`config.mk`:
```
export PLATFORM = sky130hd
export DESIGN_NAME = pc_unit
export DESIGN_NICKNAME = d
export VERILOG_FILES = /design/src/rtl/pc_unit_pkg.sv /design/src/rtl/pc_src_mux.sv /design/src/rtl/pc_unit.sv
export SDC_FILE = /design/constraint.sdc
export NUM_CORES = 1
export LEC_CHECK = 0
export ABC_AREA = 1
export CELL_PAD_IN_SITES_DETAIL_PLACEMENT = 0
export CELL_PAD_IN_SITES_GLOBAL_PLACEMENT = 1
export CORE_MARGIN = 1
export CORE_UTILIZATION = 29
export CTS_CLUSTER_DIAMETER = 30
export DETAILED_ROUTE_END_ITERATION = 12
export HOLD_SLACK_MARGIN = 0.12
export PLACE_DENSITY_LB_ADDON = 0.2
export SLEW_MARGIN = 0
export SYNTH_ARGS = -nofsm -noshare
export SYNTH_HDL_FRONTEND = slang
export SYNTH_HIERARCHICAL = 1
export SYNTH_SLANG_ARGS = --single-unit
```
`constraint.sdc`:
```
create_clock -name clk -period 3.3 [get_ports clk]
set_clock_uncertainty 0.1 [all_clocks]
set_input_delay 0.33 -clock clk [delete_from_list [all_inputs] [get_ports clk]]
set_output_delay 0.33 -clock clk [all_outputs]
set_load 0.05 [all_outputs]
```
`src/rtl/pc_unit_pkg.sv`:
```
// pc_unit_pkg: shared types and constants for the program-counter unit.
//   state_t        - exception-sequence FSM states (RUN, EXC_SAVE, EXC_JUMP)
//   cause_t        - exception cause codes (OPCODE, OVERFLOW, DIV0, ALIGN)
//   DEF_EXC_VEC0-3 - default exception vector per cause
//   sel_width()    - select width for a given channel count, never below 1
package pc_unit_pkg;

    typedef enum logic [1:0] {
        RUN      = 2'd0,
        EXC_SAVE = 2'd1,
        EXC_JUMP = 2'd2
    } state_t;

    typedef enum logic [1:0] {
        OPCODE   = 2'd0,
        OVERFLOW = 2'd1,
        DIV0     = 2'd2,
        ALIGN    = 2'd3
    } cause_t;

    localparam logic [31:0] DEF_EXC_VEC0 = 32'h0000_00FC;
    localparam logic [31:0] DEF_EXC_VEC1 = 32'h0000_00FD;
    localparam logic [31:0] DEF_EXC_VEC2 = 32'h0000_00FE;
    localparam logic [31:0] DEF_EXC_VEC3 = 32'h0000_00FF;

    function automatic int sel_width(input int n);
        return (n > 1) ? $clog2(n) : 1;
    endfunction

endpackage

```
`src/rtl/pc_src_mux.sv`:
```
// pc_src_mux: selects one WIDTH-bit channel out of NSRC packed candidates.
//   sel     in  SELW        channel index
//   data_in in  NSRC*WIDTH  packed channels, channel i at [i*WIDTH +: WIDTH]
//   data    out WIDTH       selected channel, zero when sel is out of range
//   valid   out 1           high when sel < NSRC
module pc_src_mux
    import pc_unit_pkg::*;
#(
    parameter int NSRC  = 5,
    parameter int WIDTH = 32,
    parameter int SELW  = sel_width(NSRC)
) (
    input  logic [SELW-1:0]       sel,
    input  logic [NSRC*WIDTH-1:0] data_in,
    output logic [WIDTH-1:0]      data,
    output logic                  valid
);

    // Loop compare instead of a variable part-select so an out-of-range
    // select yields a clean zero rather than an X.
    always_comb begin
        data  = '0;
        valid = int'(sel) < NSRC;
        for (int i = 0; i < NSRC; i++)
            if (SELW'(i) == sel)
                data = data_in[i*WIDTH +: WIDTH];
    end

endmodule

```
`src/rtl/pc_unit.sv`:
```
// pc_unit: program counter with multi-source load and a two-step exception
// sequence (save EPC/cause, then jump to the per-cause vector).
//   clk           in  1           system clock, rising edge
//   reset         in  1           asynchronous active-high reset
//   pc_src        in  SELW        next-PC channel select
//   src_data      in  NSRC*WIDTH  packed next-PC candidates
//   pc_write      in  1           unconditional load
//   pc_write_cond in  1           conditional load, qualified by cond_true
//   cond_true     in  1           branch condition
//   exc_req       in  1           exception request
//   exc_cause     in  2           exception cause code
//   pc_out        out WIDTH       current PC
//   epc_out       out WIDTH       PC saved on exception entry
//   cause_out     out 2           cause saved on exception entry
//   exc_busy      out 1           exception sequence in progress
//   sel_err       out 1           pulse after a load with an out-of-range select
// Optional feature: define PC_PC_ALIGN_CHECK_EN to raise an ALIGN exception
// instead of loading a target whose bits [1:0] are nonzero.
module pc_unit
    import pc_unit_pkg::*;
#(
    parameter int               WIDTH    = 32,
    parameter int               NSRC     = 5,
    parameter int               SELW     = sel_width(NSRC),
    parameter logic [WIDTH-1:0] RESET_PC = '0,
    parameter logic [WIDTH-1:0] EXC_VEC0 = WIDTH'(DEF_EXC_VEC0),
    parameter logic [WIDTH-1:0] EXC_VEC1 = WIDTH'(DEF_EXC_VEC1),
    parameter logic [WIDTH-1:0] EXC_VEC2 = WIDTH'(DEF_EXC_VEC2),
    parameter logic [WIDTH-1:0] EXC_VEC3 = WIDTH'(DEF_EXC_VEC3)
) (
    input  logic                  clk,
    input  logic                  reset,
    input  logic [SELW-1:0]       pc_src,
    input  logic [NSRC*WIDTH-1:0] src_data,
    input  logic                  pc_write,
    input  logic                  pc_write_cond,
    input  logic                  cond_true,
    input  logic                  exc_req,
    input  logic [1:0]            exc_cause,
    output logic [WIDTH-1:0]      pc_out,
    output logic [WIDTH-1:0]      epc_out,
    output logic [1:0]            cause_out,
    output logic                  exc_busy,
    output logic                  sel_err
);

    state_t           state, next_state;
    logic [WIDTH-1:0] tgt, exc_vec;
    logic             valid, load, bad_align, take_exc, do_load;
    logic [1:0]       cur_cause, pend_cause;
    logic             pending;

    pc_src_mux #(.NSRC(NSRC), .WIDTH(WIDTH), .SELW(SELW)) u_mux (
        .sel     (pc_src),
        .data_in (src_data),
        .data    (tgt),
        .valid   (valid)
    );

    assign load = pc_write | (pc_write_cond & cond_true);

`ifdef PC_PC_ALIGN_CHECK_EN
    assign bad_align = tgt[1:0] != 2'b00;
`else
    assign bad_align = 1'b0;
`endif

    // In RUN, a queued request is serviced first, then a fresh request, then
    // a misaligned load; any of these discards the load.
    always_comb begin
        take_exc = pending | exc_req | (load & valid & bad_align);
        do_load  = load & valid & ~take_exc;
    end

    always_ff @(posedge clk or posedge reset) begin
        if (reset)
            state <= RUN;
        else
            state <= next_state;
    end

    always_comb begin
        next_state = (state == RUN)      ? (take_exc ? EXC_SAVE : RUN) :
                     (state == EXC_SAVE) ? EXC_JUMP : RUN;
    end

    always_comb begin
        exc_busy = state != RUN;
        exc_vec  = (cur_cause == 2'd0) ? EXC_VEC0 :
                   (cur_cause == 2'd1) ? EXC_VEC1 :
                   (cur_cause == 2'd2) ? EXC_VEC2 : EXC_VEC3;
    end

    always_ff @(posedge clk or posedge reset) begin
        if (reset) begin
            pc_out     <= RESET_PC;
            epc_out    <= '0;
            cause_out  <= '0;
            cur_cause  <= '0;
            pend_cause <= '0;
            pending    <= 1'b0;
            sel_err    <= 1'b0;
        end else begin
            sel_err <= (state == RUN) && load && !valid && !pending && !exc_req;
            case (state)
                RUN: begin
                    if (pending) begin
                        cur_cause <= pend_cause;
                        pending   <= 1'b0;
                    end else if (exc_req)
                        cur_cause <= exc_cause;
                    else if (take_exc)
                        cur_cause <= ALIGN;
                    else if (do_load)
                        pc_out <= tgt;
                end
                EXC_SAVE: begin
                    epc_out   <= pc_out;
                    cause_out <= cur_cause;
                end
                default: pc_out <= exc_vec;
            endcase
            // One-deep queue for requests arriving mid-sequence; extras drop.
            if (state != RUN && exc_req && !pending) begin
                pending    <= 1'b1;
                pend_cause <= exc_cause;
            end
        end
    end

endmodule
```
# Word level (Yosys, flattened, before mapping)
# Cells that the tools add are included.
[totals]
ff_bits = 74
in_bits = 171
output_inout_bits = 68
word_cells = 65
[classes]
order_cmp = 1
n_eq_ne = 11
mux = 21
n_bitwise = 7
reduce_logical = 17
[ops]
columns = ["operator", "count"]
rows = [
  ["two-way mux 32 bit", 9],
  ["one-hot mux 32 bit (2 select lines)", 1],
  ["two-way mux 2 bit", 7],
  ["!= test 2 bit, second input constant", 4],
  ["equality test 2 x 3 -> 1 bit, first input constant", 2],
  ["logical AND 1 bit", 6],
  ["AND reduction 5 bit", 1],
  ["equality test 2 x 1 -> 1 bit, second input constant", 2],
  ["zero test 2 bit", 2],
  ["two-way mux 1 bit", 4],
  ["nonzero test 2 bit", 2],
  ["bitwise AND 1 bit", 3],
  ["equality test 1 x 3 -> 1 bit, first input constant", 1],
  ["equality test 3 bit, first input constant", 1],
  ["zero test 1 bit", 3],
  ["zero test 3 bit", 1],
  ["< comparator 3 bit, second input constant", 1],
  ["nonzero test 3 bit", 1],
  ["equality test 2 bit, second input constant", 1],
  ["inverter 1 bit", 2],
  ["bitwise OR 1 bit", 2],
  ["AND reduction 2 bit", 1],
]

# Longest topological paths before layout
# Gate-level depths: netlist (run 1).
[depth]
depth_word = 11
mapped_depth = 11
depth_no_buf = 9

# Modules after synthesis
# Netlist (run 1), hierarchy kept.
[by_module_without_submodules]
columns = ["module", "n_inst", "cells_each", "area_per_inst_um2", "seq_area_each_um2"]
rows = [
  ["pc_unit", 1, 340, 3170.5, 1851.8],
  ["pc_src_mux", 1, 322, 1420.1, 0.0],
]

# Worst setup path after synthesis (run 1)
# OpenSTA, ideal clock, no wires.
[synth_timing]
kind = "input to register"
start = "in pc_src[0]"
end = "reg pc_out[31]"
setup_time_ns = 0.118
arrival_ns = 1.682
t_required_ns = 3.082
slack_ns = 1.400
cell_stages = 9
path_buffers = 3
cell_sequence = "buf_4 > clkbuf_1 > o21ai_0 > inv_2 > nor2_2 > nand3_4 > buf_6 > nand3_1 > nand2_1"
[synth_between]
elab_cells_between_ends = 20
cone_classes = "order compare: 1; eq/ne: 5; mux: 10; bitwise: 2; reduce/logical: 2"
[synth_rtl]
columns = ["item", "line", "source"]
rows = [
  ["start, declared", "pc_unit.sv:33", "input logic [SELW-1:0] pc_src,"],
  ["< comparator 3 bit", "pc_src_mux.sv:23", "valid = int'(sel) < NSRC;"],
  ["net valid", "pc_unit.sv:49", "logic valid, load, bad_align, take_exc, do_load;"],
  ["bitwise AND 1 bit (2 in series)", "pc_unit.sv:72", "do_load = load & valid & ~take_exc;"],
  ["!= test 2 bit (no line)", "-", ""],
  ["AND reduction 5 bit (no line)", "-", ""],
  ["end signal, assigned", "pc_unit.sv:115", "pc_out <= tgt;"],
  ["end signal, assigned", "pc_unit.sv:121", "default: pc_out <= exc_vec;"],
  ["end, declared", "pc_unit.sv:40", "output logic [WIDTH-1:0] pc_out,"],
]
# The timed path passes the listed nets, and every way through them passes these cells. The select of a mux whose other input is x is not followed.
# A chain may end at the register's enable or synchronous reset.

# Final worst setup path (run 1)
[layout_timing]
start = "in pc_src[0]"
end = "reg pc_out[3]"
# Same word-level chain as after synthesis.

==> results of run 1 <==
-- layer usage --
metal  part of all wire [%]  wire (um)  vias to the layer above
li1                       -          -                     2574
met1                     47       7610                     2313
met2                     46       7480                      182
met3                    6.0        985                       12
met4                    1.3        217                        0
met5                      0          0                        -
-- final timing paths --
kind / start / to / slack (ps) / cells past startpoint
max reg2reg: state[1] / epc_out[21] / 1280 / 7
max: pc_src[0] / pc_out[3] / 920 / 9
min: reset / epc_out[30] / 360 / 2
min in group clk: epc_out[30] / epc_out[30] / 380 / 2
max in group asynchronous: reset / epc_out[8] / 2060 / 3
min reg2reg: epc_out[30] / epc_out[30] / 380 / 2
-- Yosys cell counts (3+ instances only) --
library cell  instances
nand2_2               3
dfrtp_1              74
buf_6                 3
inv_2                 5
nor2_1               72
or2_2                 6
buf_2                25
nand2_1             239
a21oi_1               4
o21ai_0               5
clkbuf_1             10
nand2_4               3
nand3_1              89
inv_1                42
nand4_1              56
buf_4                 4
nand3_2              10
-- worst register-to-register path: stages (launching register included) --
cell     delay (ps)
dfrtp_1         410
inv_2            70
buf_4           370
nand2_2          70
buf_4           260
inv_2           460
nand2_1         140
nand2_1          80
-- layout make-up --
| class | instances | share of cell area (%) |
|---|---|---|
| Clock buffer | 15 | 3.89 |
| Inverter | 47 | 2.38 |
| Antenna cell | 2 | 0.0676 |
| Timing Repair Buffer | 249 | 33.5 |
| Clock inverter | 1 | 0.406 |
| Tap cell | 211 | 3.57 |
| Sequential cell | 74 | 25.0 |
| Multi-Input combinational cell | 496 | 31.2 |
-- power breakdown --
group / total [mW] / internal, mW / switching [mW]
clock network: 1.00 / 0.668 / 0.337
registers: 1.44 / 1.20 / 0.234
logic: 2.68 / 0.907 / 1.77
total: 5.12 / 2.78 / 2.34
-- flip-flops by register name (all words and copies together) (netlist names) --
signal and flops:
cause_out 2, cur_cause 2, epc_out 32, pc_out 32
pend_cause 2, pending 1, sel_err 1, state 2
-- stage by stage --
step / utilization (%) / hold WS, ps / setup WS (ps)
2_1_floorplan: - / 381 / 988
3_3_place_gp: 46.2 / 361 / 635
3_5_place_dp: 46.2 / 365 / 540
4_1_cts: 48.3 / 380 / 883
5_1_grt: 48.3 / 399 / 708
6_report: 48.3 / 359 / 920
-- cells by family (layout without fill, tap and decap cells) --
family                 Yosys count  count (layout)
AOI/OAI and AO/OA               11              11
buffers and inverters           92             312
DFF                             74              74
other                            0               2
and+or+nand+nor                485             485
==> flow_summary.ini, run 1 <==
[floorplan]
floorplan.initialDensity_pct = 30.0
pin_count = 239
floorplan.rows = 45
die-height_um = 128
floorplan.die_area_um2 = 16300
chipWidth_um = 128
core_area_um2 = 15300

[critical_path]
start_kind = input pin
critPathMaxFanout = 33
cp.required_ps = 3460
worst_setup_path_end_kind = register
critical_path_arrival_ps = 2540
path_class = input pin to register
cpMostUsedCell = nand2_1
crit_family = buffers and inverters
critPathBufInv = 3
crit_slowest_cell = clkdlybuf4s50_1
critPathMaxStageDelay_ps = 700
critical_path.cell_chain = clkdlybuf4s50_1 -> o21ai_0 -> buf_4 -> inv_2 -> nor2_2 -> nand3_4 -> nand2_2 -> nand2_1 -> nand2_1

[grt]
track_usage_pct = 20.4
grt_antenna_before_repair = 1
gr-usage-met2_pct = 32.5
grt_use_met3_pct = 3.80
grt_remaining_overflow = 0
grt_first_pass_wirelength_mm = 25.9
groute.layer.met1.usage_pct = 28.1
top_usage_layer = met2
grt_max_degree = 45
first_global_vias = 4937

[sta]
final_min_period_over_clock_period_pct = 72.1
slew-limit-headroom_pct = 49.3
timing.final.max_slew_violations = 0
worstMarginPinSlew_ps = 759
report.final.hold_viol_count = 0
final_period_minus_worst_setup_slack_ps = 2380
max_freq_mhz = 420
accumulated_negative_setup_slack_ps = 0
grt_setup_unrepaired = false
setup_viol_count_final = 0

[power_and_ir_drop]
vdd.ir_drop.worst_mv = 0.277
power.density_cell_area_nw_per_um2 = 692
power.total_mw = 5.12
p_leak_nw = 3.60

[route]
detail_route.wl_per_cell_um = 14.9
detail_route.drc_violations = 0
drtIter0Drc = 249
drt-pass1-iter-count = 5
finalWirelength_mm = 16.3
avgViaCountPerCell = 4.64
postRouteAntennaNets = 0
vias = 5081

[synthesis]
synthMuxAreaShare_pct = 0
mappedNetlistArea_um2 = 4590
yosysSeqAreaShare_pct = 40.3
syn_nets = 833
combinational_family_with_the_most_area_after_synthesis = simple AND/OR/NAND/NOR gates
synth_flop_cell = dfrtp_1
synth_enable_flop_cells = 0
yosysWarningCount = 6
synthXorXnorAreaFrac_pct = 0
synth_top_cells_by_area = dfrtp_1 (40%), nand2_1 (20%), nand3_1 (9.7%)
synth_cell_type_count = 25
fraction_of_the_mapped_netlist_area_in_compound_gates_pct = 1.20
yosysTopAreaCell = dfrtp_1
asyncSetResetFlopFracSynth_pct = 100
syn_area_per_cell_um2 = 6.93
synth_seq_cells = 74
adder_and_majority_gate_portion_of_the_synthesized_area_pct = 0
post_synthesis_cell_count = 662
synth_top_area_share_pct = 40.3
synth_simple_gate_area_share_pct = 49.0

[cells_and_area]
ff_latch_area_um2 = 1850
filler_cell_count = 1551
layout_common_cells = nand2_1 (239), clkdlybuf4s50_1 (238), nand3_1 (89), dfrtp_1 (74), nor2_1 (70)
fin_area_um2 = 7400
num-nets-final = 1048
layoutNonFillerInstCount = 1095
multiInputGateArea_um2 = 2310
flow.area_growth_from_synthesis_pct = 61.2
drive_gt1_share_pct = 7.14
layout.cells.most_common = nand2_1

[flow_run]
drv_cap = 0

[place]
io_buffer_count = 238
place_congestion = 0.904
post_dp_cell_area_um2 = 7080
dp.cells = 1077
detailedPlacementHpwl_mm = 13.2

[cts]
post_cts_resized = 0
post-cts-setup-buffer-count = 0
cts_root_buffer = clkbuf_16
cts_max_path_buffers = 2
cts_hold_repair.buffers = 0
tritoncts = yes
deepest_level_of_the_cts_h_tree = 3
clock_insertion_delay_worst_skew_ps = 330
clock_sinks = 74
clkTransAtPathRegs_ps = 50
cts_inserted_buffers = 9

[status]
outcome = finished, final reports clean

[worst_hold_path]
type_of_the_most_critical_hold_path = input pin to async pin
No activity file was read; power rests on OpenSTA's default activity.
==> run 2: changes to the inputs <==
--- a/config.mk
+++ b/config.mk
@@ -9,7 +9,7 @@
 export CELL_PAD_IN_SITES_DETAIL_PLACEMENT = 0
 export CELL_PAD_IN_SITES_GLOBAL_PLACEMENT = 1
 export CORE_MARGIN = 1
-export CORE_UTILIZATION = 29
+export CORE_UTILIZATION = 24
 export CTS_CLUSTER_DIAMETER = 30
 export DETAILED_ROUTE_END_ITERATION = 12
 export HOLD_SLACK_MARGIN = 0.12
==> constraint.sdc (replaced) <==
create_clock -name clk -period 2 [get_ports clk]
set_clock_uncertainty 0.1 [all_clocks]
set_input_delay 0.2 -clock clk [delete_from_list [all_inputs] [get_ports clk]]
set_output_delay 0.2 -clock clk [all_outputs]
set_load 0.05 [all_outputs]
==> flow_summary.ini, run 2 (synthesized netlist as in run 1, its figures left out) <==
[grt]
first_global_vias = 4891
grt_remaining_overflow = 0
grt_antenna_before_repair = 0
grt_first_pass_wirelength_mm = 27.7
grt_max_degree = 45
track_usage_pct = 18.3

[sta]
timing.final.max_slew_violations = 0
accumulated_negative_setup_slack_ps = 0
setup_viol_count_final = 0
max_freq_mhz = 520
worst_slack_ps = 76.3
report.final.hold_viol_count = 0
worstMarginPinSlew_ps = 661
slew-limit-headroom_pct = 55.9
grt_setup_unrepaired = false
final_period_minus_worst_setup_slack_ps = 1920
final_min_period_over_clock_period_pct = 96.2

[power_and_ir_drop]
power.total_mw = 8.57
power.density_cell_area_nw_per_um2 = 1120
vdd.ir_drop.worst_mv = 0.447
p_leak_nw = 3.71

[floorplan]
pin_count = 239
chipWidth_um = 140
floorplan.initialDensity_pct = 24.5
floorplan.die_area_um2 = 19700
die-height_um = 140
floorplan.rows = 50
core_area_um2 = 18700

[status]
outcome = finished, final reports clean

[critical_path]
critPathMaxStageDelay_ps = 840
cp.required_ps = 1700
crit_family = buffers and inverters
critPathBufInv = 1
path_class = register to output port
critPathMaxFanout = 3
critical_path_arrival_ps = 1620
crit_slowest_cell = clkdlybuf4s50_1
worst_setup_path_end_kind = output port
start_kind = register
critical_path.cell_chain = clkdlybuf4s50_1

[cells_and_area]
num-nets-final = 1065
layout_common_cells = nand2_1 (239), clkdlybuf4s50_1 (236), nand3_1 (89), dfrtp_1 (74), nor2_1 (70)
fin_area_um2 = 7640
layout.core_utilization_pct = 40.8
antenna_cells_inserted = 0
flow.area_growth_from_synthesis_pct = 66.4
layout.cells.most_common = nand2_1
top_regs = epc_out (32), pc_out (32)
drive_gt1_share_pct = 9.34

[place]
io_buffer_count = 238
detailedPlacementHpwl_mm = 14.1
place_ws_ps = -155
post_dp_cell_area_um2 = 7330
place_congestion = 0.857

[cts]
cts_root_buffer = clkbuf_16
clock_sinks = 74
deepest_level_of_the_cts_h_tree = 3
cts_max_path_buffers = 2
clkTransAtPathRegs_ps = 60
tritoncts = yes
clock_insertion_delay_worst_skew_ps = 330
post_cts_resized = 0
cts_hold_repair.buffers = 0
post-cts-setup-buffer-count = 0
cts_inserted_buffers = 9

[worst_hold_path]
type_of_the_most_critical_hold_path = input pin to async pin

[route]
detail_route.drc_violations = 0
drtIter0Drc = 183
detail_route.wl_per_cell_um = 15.9
drt-pass1-iter-count = 4
postRouteAntennaNets = 0
vias = 5044
avgViaCountPerCell = 4.45
finalWirelength_mm = 18.0

[flow_run]
drv_cap = 0
-- run 2: cell types whose count changed in the layout (fill, tap and decap cells not counted) --
cell	change
clkinv_2	+3
diode_2	-2
clkbuf_8	-2
clkbuf_1	-2
buf_12	+8
inv_2	-1
clkinvlp_4	+2
buf_4	+11
clkdlybuf4s50_1	-2
-- run 2: worst paths after layout --
kind | from | endpoint | slack, ps | cells after the start
worst max-delay path | pc_out[31] | pc_out[31] | 80 | 1
worst min-delay path | reset | epc_out[8] | 220 | 2
worst max register to register | state[1] | epc_out[19] | 400 | 5
worst min register to register | epc_out[22] | epc_out[22] | 370 | 2
max in group asynchronous | reset | pc_out[2] | 1050 | 3
min in group clk | epc_out[22] | epc_out[22] | 370 | 2
-- run 2: area by class of cell --
cell class | instances | area [um^2]
fillers | 1939 | 11100
clock inverters | 5 | 52.6
multi-input cells | 496 | 2310
well taps | 234 | 293
flip-flops and latches | 74 | 1850
inverters | 47 | 180
clock buffers | 11 | 253
repair buffers | 266 | 2700
-- run 2: metal layers --
layer / wire (um) / vias to the layer above / global-route usage (%)
met1: 8740 / 2250 / 26.7
met4: 245 / 0 / 4.97
met2: 7980 / 177 / 27.6
li1: - / 2605 / -
met5: 0 / - / 0
met3: 1030 / 12 / 3.25
-- run 2: metrics by stage --
step	hold WS, ps	std cells
after floorplan	256	662
after global placement	363	1117
after global routing	280	1133
after CTS	234	1133
final	223	1133
after detailed placement	365	1117
-- run 2: report_power, final --
part	internal, mW	leakage, nW	switching [mW]
Clock	1.03	0.151	0.623
Sequential	1.98	0.984	0.407
Combinational	1.56	2.57	2.98
Total	4.57	3.71	4.01
==> run 3: changes to the inputs <==
--- a/config.mk
+++ b/config.mk
@@ -8,6 +8,7 @@
 export ABC_AREA = 1
 export CELL_PAD_IN_SITES_DETAIL_PLACEMENT = 0
 export CELL_PAD_IN_SITES_GLOBAL_PLACEMENT = 1
+export CORE_ASPECT_RATIO = 1.1
 export CORE_MARGIN = 1
 export CORE_UTILIZATION = 24
 export CTS_CLUSTER_DIAMETER = 30
==> flow_summary.ini, run 3 (synthesized netlist as in run 1, its figures left out) <==
[cts]
clkTransAtPathRegs_ps = 60
post-cts-setup-buffer-count = 0
cts_root_buffer = clkbuf_16
cts_inserted_buffers = 9
clock_insertion_delay_worst_skew_ps = 330
tritoncts = yes
post_cts_resized = 0
cts_hold_repair.buffers = 0
cts_max_path_buffers = 2
clock_sinks = 74
deepest_level_of_the_cts_h_tree = 3

[grt]
grt_max_degree = 75
grt_first_pass_wirelength_mm = 26.9
track_usage_pct = 17.6
first_global_vias = 4928
grt_remaining_overflow = 0
grt_antenna_before_repair = 1

[status]
outcome = finished, final reports clean

[critical_path]
critPathMaxFanout = 3
path_class = register to output port
crit_family = buffers and inverters
start_kind = register
worst_setup_path_end_kind = output port
cp.required_ps = 1700
critPathMaxStageDelay_ps = 840
critical_path.cell_chain = clkdlybuf4s50_1
critical_path_arrival_ps = 1580
critPathBufInv = 1
crit_slowest_cell = clkdlybuf4s50_1

[cells_and_area]
filler_cell_count = 1984
num-nets-final = 1075
fin_area_um2 = 7680
drive_gt1_share_pct = 10.0
layoutNonFillerInstCount = 1153
layout.core_utilization_pct = 41.4
ff_latch_area_um2 = 1850
flow.area_growth_from_synthesis_pct = 67.3
multiInputGateArea_um2 = 2310
top_regs = epc_out (32), pc_out (32)
layout.cells.most_common = nand2_1
layout_common_cells = nand2_1 (239), clkdlybuf4s50_1 (236), nand3_1 (89), dfrtp_1 (74), nor2_1 (70)

[floorplan]
core_area_um2 = 18500
floorplan.die_area_um2 = 19700
die-height_um = 147
floorplan.initialDensity_pct = 24.8
pin_count = 239
chipWidth_um = 134
floorplan.rows = 52

[worst_hold_path]
type_of_the_most_critical_hold_path = input pin to async pin

[place]
post_dp_cell_area_um2 = 7380
place_congestion = 0.815
dp.cells = 1136
detailedPlacementHpwl_mm = 13.6
io_buffer_count = 238

[power_and_ir_drop]
power.total_mw = 8.50
cellInternalPower_mw = 4.61
p_sw_share_pct = 45.8
vdd.ir_drop.worst_mv = 0.622
switchingPower_mw = 3.89
comb_power_share_pct = 53.3
power.density_cell_area_nw_per_um2 = 1110
p_leak_nw = 3.74
seqPwrFrac_pct = 27.8
clockPowerShare_pct = 18.9

[route]
detail_route.drc_violations = 0
postRouteAntennaNets = 0
drt-pass1-iter-count = 4
detail_route.wl_per_cell_um = 14.6
avgViaCountPerCell = 4.32
vias = 4978
finalWirelength_mm = 16.8
drtIter0Drc = 206

[sta]
slew-limit-headroom_pct = 62.7
final_period_minus_worst_setup_slack_ps = 1880
report.final.hold_viol_count = 0
max_freq_mhz = 532
final_min_period_over_clock_period_pct = 93.9
grt_setup_unrepaired = false
timing.final.max_slew_violations = 0
setup_viol_count_final = 0
worstMarginPinSlew_ps = 558

[flow_run]
drv_cap = 0
[run 3: power groups by stage]
| stage | clock network, mW | logic, mW | registers [mW] |
|---|---|---|---|
| floorplan | 0 | 1.53 | 3.72 |
| detailed placement | 0 | 4.58 | 2.40 |
| global placement | 0 | 4.58 | 2.40 |
| finish | 1.61 | 4.53 | 2.36 |
| CTS | 1.65 | 4.58 | 2.38 |
| global route | 1.72 | 4.87 | 2.43 |
[run 3: cell type report]
| type | count | share of cell area [%] |
|---|---|---|
| clock buffers | 14 | 3.44 |
| flip-flops and latches | 74 | 24.1 |
| well taps | 243 | 3.96 |
| clock inverters | 2 | 0.456 |
| multi-input cells | 496 | 30.0 |
| diodes | 1 | 0.0326 |
| inverters | 47 | 2.35 |
| repair buffers | 276 | 35.6 |
[run 3: metrics by stage]
step / hold slack (ps) / setup slack [ps] / setup TNS [ps]
global placement: 361 / -92.3 / -2790
finish: 234 / 121 / 0
CTS: 256 / 109 / 0
global route: 283 / 72.1 / 0
floorplan: 256 / 230 / 0
detailed placement: 367 / -109 / -3140
[run 3: final timing paths]
check | from | to | slack, ps | depth (start not counted)
max in group asynchronous | reset | epc_out[21] | 1250 | 3
setup / recovery | pc_out[2] | pc_out[2] | 120 | 1
min in group clk | epc_out[0] | epc_out[0] | 370 | 2
hold / removal | reset | epc_out[6] | 230 | 3
hold reg to reg | epc_out[0] | epc_out[0] | 370 | 2
setup reg to reg | state[1] | epc_out[20] | 380 | 5
[run 3: layer usage]
metal,wire length (um),vias up,global-route usage [%]
met4,331,0,5.68
met5,0,-,0
met2,7630,155,27.6
met1,7900,2176,24.0
met3,985,18,3.59
li1,-,2629,-
